--- config.mk ---
export PLATFORM = sky130hd
export DESIGN_NAME = tc_serial_decode
export DESIGN_NICKNAME = d
export VERILOG_FILES = /design/src/rtl/tc_serial_decode.sv
export SDC_FILE = /design/constraint.sdc
export NUM_CORES = 1
export LEC_CHECK = 0
export ABC_AREA = 1
export CAP_MARGIN = 30
export CORE_MARGIN = 3
export CORE_UTILIZATION = 55
export CTS_CLUSTER_SIZE = 8
export DETAILED_ROUTE_END_ITERATION = 12
export GPL_TIMING_DRIVEN = 0
export PLACE_DENSITY = 0.79
export SLEW_MARGIN = 20
export SYNTH_ARGS = -nofsm -noshare
export SYNTH_HDL_FRONTEND = slang
export SYNTH_SLANG_ARGS = --single-unit
--- constraint.sdc ---
create_clock -name t_clk -period 2.61 [get_ports t_clk]
set_clock_uncertainty 0.1 [all_clocks]
set_input_delay 0.6525 -clock t_clk [delete_from_list [all_inputs] [get_ports t_clk]]
set_output_delay 0.6525 -clock t_clk [all_outputs]
set_load 0.05 [all_outputs]
--- src/rtl/tc_serial_decode.sv ---
// Serial two's-complement decoder: collects a WIDTH-bit LSB-first frame and negates it on the fly.
// Optional overflow flag (o_ovf) is built when TC_OVF_FLAG_EN is defined.

module tc_serial_decode #(
   parameter int WIDTH = 8
) (
   input  logic             t_clk,
   input  logic             r,
   input  logic             i,
   input  logic             i_vld,
   input  logic             sof,
   output logic             i_rdy,
   output logic [WIDTH-1:0] o_word,
   output logic [WIDTH-1:0] o_raw,
   output logic             o_vld,
   input  logic             o_rdy,
   output logic             frame_err
`ifdef TC_OVF_FLAG_EN
   ,
   output logic             o_ovf
`endif
);

   // state | meaning
   // IDLE  | waiting for a sof bit; non-sof bits are dropped
   // SHIFT | collecting frame bits, cnt_q is the index of the next bit
   // HOLD  | word presented on o_vld, waiting for o_rdy
   typedef enum logic [1:0] {
      IDLE  = 2'd0,
      SHIFT = 2'd1,
      HOLD  = 2'd2
   } state_t;

   localparam int             CW       = $clog2(WIDTH);
   localparam logic [CW-1:0]  LAST_IDX = CW'(WIDTH - 1);
`ifdef TC_OVF_FLAG_EN
   localparam logic [WIDTH-1:0] OVF_PAT = {1'b1, {(WIDTH-1){1'b0}}};
`endif

   state_t           state_q;
   logic             rdy_q;
   logic             seen_q;
   logic             vld_q;
   logic             ferr_q;
   logic [CW-1:0]    cnt_q;
   logic [WIDTH-1:0] raw_sr_q;
   logic [WIDTH-1:0] word_sr_q;
   logic [WIDTH-1:0] raw_q;
   logic [WIDTH-1:0] word_q;
`ifdef TC_OVF_FLAG_EN
   logic             ovf_q;
`endif

   logic             accept;
   logic [CW-1:0]    idx_d;
   logic             seen_d;
   logic             tbit_d;
   logic             last_d;
   logic [WIDTH-1:0] raw_d;
   logic [WIDTH-1:0] word_d;

   // A sof bit always lands at index 0 with seen_one cleared, so the
   // same next-value path serves a fresh start and a mid-frame restart.
   always_comb begin
      accept        = i_vld & rdy_q;
      idx_d         = sof ? '0 : cnt_q;
      seen_d        = sof ? 1'b0 : seen_q;
      tbit_d        = seen_d ? ~i : i;
      last_d        = ~sof & (cnt_q == LAST_IDX);
      raw_d         = sof ? '0 : raw_sr_q;
      word_d        = sof ? '0 : word_sr_q;
      raw_d[idx_d]  = i;
      word_d[idx_d] = tbit_d;
   end

   always_ff @(posedge t_clk) begin
      if (!r) begin
         state_q   <= IDLE;
         rdy_q     <= 1'b1;
         seen_q    <= 1'b0;
         vld_q     <= 1'b0;
         ferr_q    <= 1'b0;
         cnt_q     <= '0;
         raw_sr_q  <= '0;
         word_sr_q <= '0;
         raw_q     <= '0;
         word_q    <= '0;
`ifdef TC_OVF_FLAG_EN
         ovf_q     <= 1'b0;
`endif
      end else begin
         ferr_q <= 1'b0;
         case (state_q)
            IDLE: begin
               if (accept && sof) begin
                  state_q   <= SHIFT;
                  seen_q    <= i;
                  cnt_q     <= CW'(1);
                  raw_sr_q  <= raw_d;
                  word_sr_q <= word_d;
               end
            end
            SHIFT: begin
               if (accept) begin
                  if (sof)
                     ferr_q <= 1'b1;
                  seen_q <= seen_d | i;
                  if (last_d) begin
                     state_q <= HOLD;
                     rdy_q   <= 1'b0;
                     vld_q   <= 1'b1;
                     cnt_q   <= '0;
                     raw_q   <= raw_d;
                     word_q  <= word_d;
`ifdef TC_OVF_FLAG_EN
                     ovf_q   <= (raw_d == OVF_PAT);
`endif
                  end else begin
                     cnt_q     <= idx_d + 1'b1;
                     raw_sr_q  <= raw_d;
                     word_sr_q <= word_d;
                  end
               end
            end
            HOLD: begin
               if (o_rdy) begin
                  state_q <= IDLE;
                  rdy_q   <= 1'b1;
                  vld_q   <= 1'b0;
`ifdef TC_OVF_FLAG_EN
                  ovf_q   <= 1'b0;
`endif
               end
            end
            default: begin
               state_q <= IDLE;
               rdy_q   <= 1'b1;
               vld_q   <= 1'b0;
            end
         endcase
      end
   end

   assign i_rdy     = rdy_q;
   assign o_vld     = vld_q;
   assign o_raw     = raw_q;
   assign o_word    = word_q;
   assign frame_err = ferr_q;
`ifdef TC_OVF_FLAG_EN
   assign o_ovf     = ovf_q;
`endif

endmodule

==> out/metrics.yaml <==
yosysWarnings: 0
drv_slew: 0
start_util: 0.593
fillerInstances: 314
setup_violations: 0
worst_ep_arrival_time_ps: 2440
final_cell_mix: "128 x nand2_1, 53 x nor2_1, 39 x dfxtp_1"
syn-num-nets: 334
die-width_um: 67.1
ys_seq_area_frac: 0.380
endpoint_kind: "flop"
post-place-ws_ps: 11.7
clk_path_buf_depth: 2
cp-start-kind: "primary input"
grt_usage: 0.247
relSlewSlack: 0.645
finalHoldViolations: 0
ys_ff_latch: 39
ios: 25
grt_pass1_wl_um: 8440
postCtsResizedCells: 0
drive_above_1_share: 0.0873
p_leak_uw: 0.00117
coreArea_um2: 3470
holdPathStages: 2
post_cts_buffers: 0
fin_nets: 363
cts_root_buf: "clkbuf_8"
drt_first_pass_iters: 5
rows: 21
hpwl_um: 3390
synth.area.top_cells: "dfxtp_1 38%, nand2_1 23%, nor2_1 9.7%, inv_1 4.9%, a21oi_1 4.6%"
min_period_over_period: 0.903
die_h_um: 67.1
dp.cells: 394
synth.avg_cell_area_um2: 6.31
status: "completed"
overflow: 0
syn_area_um2: 2060
wl_um: 4710
final_common_cell: "nand2_1"
first_global_vias: 1838
syn_inst: 326
via_per_inst: 4.97
drc: 0
synth.distinct_cells: 24
setup.worst_path.class: "in -> reg"
worstMarginPinSlew_ps: 533
numPortBuffers: 22
htreeDepth: 2
grt_max_degree: 12
area_delta_synth_final_pct: 17.8
clk_pin_slew_ps: 70
drt-initial-drc-count: 137
diodes: 0
whs_ps: 349
dieArea_um2: 4510
synth_top_cell_by_area: "dfxtp_1"
gp_congestion: 0.859
max_freq_mhz: 424
holdBufCountCts: 0
reg2reg_slack_ps: 1010
ir_worst_vdd_v: 0.000284
via_count: 1992
final_cell_count_no_fill: 401
cts_tree: "done"
cp.required_ps: 2700
cts.sinks: 39
ant_nets: 0
layout_setup_ws_ps: 253
antenna_found_initial: 0
netlist.area_leader.share: 0.380
rsz0062_at_grt: "false"
crit_fanout: 7
ff2ff_path_depth: 6
cts_inserted_buffers: 5
wl_per_cell_um: 11.7
insertion_delay_ps: 290
cap_violations: 0
power_density_nw_per_um2: 519
hold_path.class: "reg -> reg"
min_period_ps: 2360
metal layers:
metal | global-route usage | vias to the layer above | wire length [um]
met5 | 0 | - | 0
met4 | 0.101 | 0 | 82
met3 | 0.0599 | 8 | 375
met2 | 0.373 | 67 | 2000
met1 | 0.336 | 848 | 2250
li1 | - | 1069 | -
area by class of cell:
cell class / instances / area, um2 / area share
Timing Repair Buffer: 22 / 220 / 0.0910
Clock inverter: 1 / 5.00 / 0.00207
Multi-Input combinational cell: 242 / 1070 / 0.444
Tap cell: 46 / 57.6 / 0.0238
Sequential cell: 39 / 781 / 0.322
Inverter: 32 / 125 / 0.0517
Clock buffer: 6 / 82.6 / 0.0341
Buffer: 13 / 75.1 / 0.0310
synth_stat cells, drive strengths merged:
cell,instances
nand2,130
nor2,58
dfxtp,39
inv,32
a21oi,19
nand3,13
nand4,12
buf,9
clkbuf,4
o21ai,4
nor3,3
ha,2
o211ai,1
worst max-delay path, cell delays in order:
cell	delay [ps]
clkdlybuf4s50_1	560
inv_1	170
ha_1	380
inv_1	210
nand4_1	160
a21oi_1	250
nor2_1	60
power breakdown:
group | total (uW) | internal, uW | switching, uW
registers | 641 | 623 | 18.0
logic | 207 | 66.7 | 141
clock network | 409 | 207 | 202
per-stage QoR:
stage / utilization / power [uW] / cell area [um2] / setup TNS, ps
4_1_cts: 0.698 / 1260 / 2420 / 0
2_1_floorplan: - / 812 / 2060 / 0
3_3_place_gp: 0.673 / 854 / 2330 / -28.7
5_1_grt: 0.698 / 1330 / 2420 / 0
3_5_place_dp: 0.673 / 858 / 2330 / 0
6_report: 0.698 / 1260 / 2420 / 0
worst paths after layout:
check | end | startpoint
worst max register to register | o_word[2] | seen_q
worst min register to register | o_vld | o_vld
worst min-delay path | o_vld | o_vld
worst max-delay path | o_word[2] | i
cells by family (layout without fill, tap and decap cells):
family	after synthesis	after routing	share of synthesized area
buffers and inverters	45	74	0.0974
adder cells (fa/ha/maj)	2	2	0.0122
AND/OR/NAND/NOR	216	216	0.449
flip-flops	39	39	0.380
AO/OA/AOI/OAI	24	24	0.0621
registers in the layout (all words and copies together), names as in the netlist, 2 cells and up:
name,count
state_q,2
word_sr_q,7
raw_sr_q,7
o_raw,8
cnt_q,3
o_word,8
No activity file was read; power rests on OpenSTA's default activity.
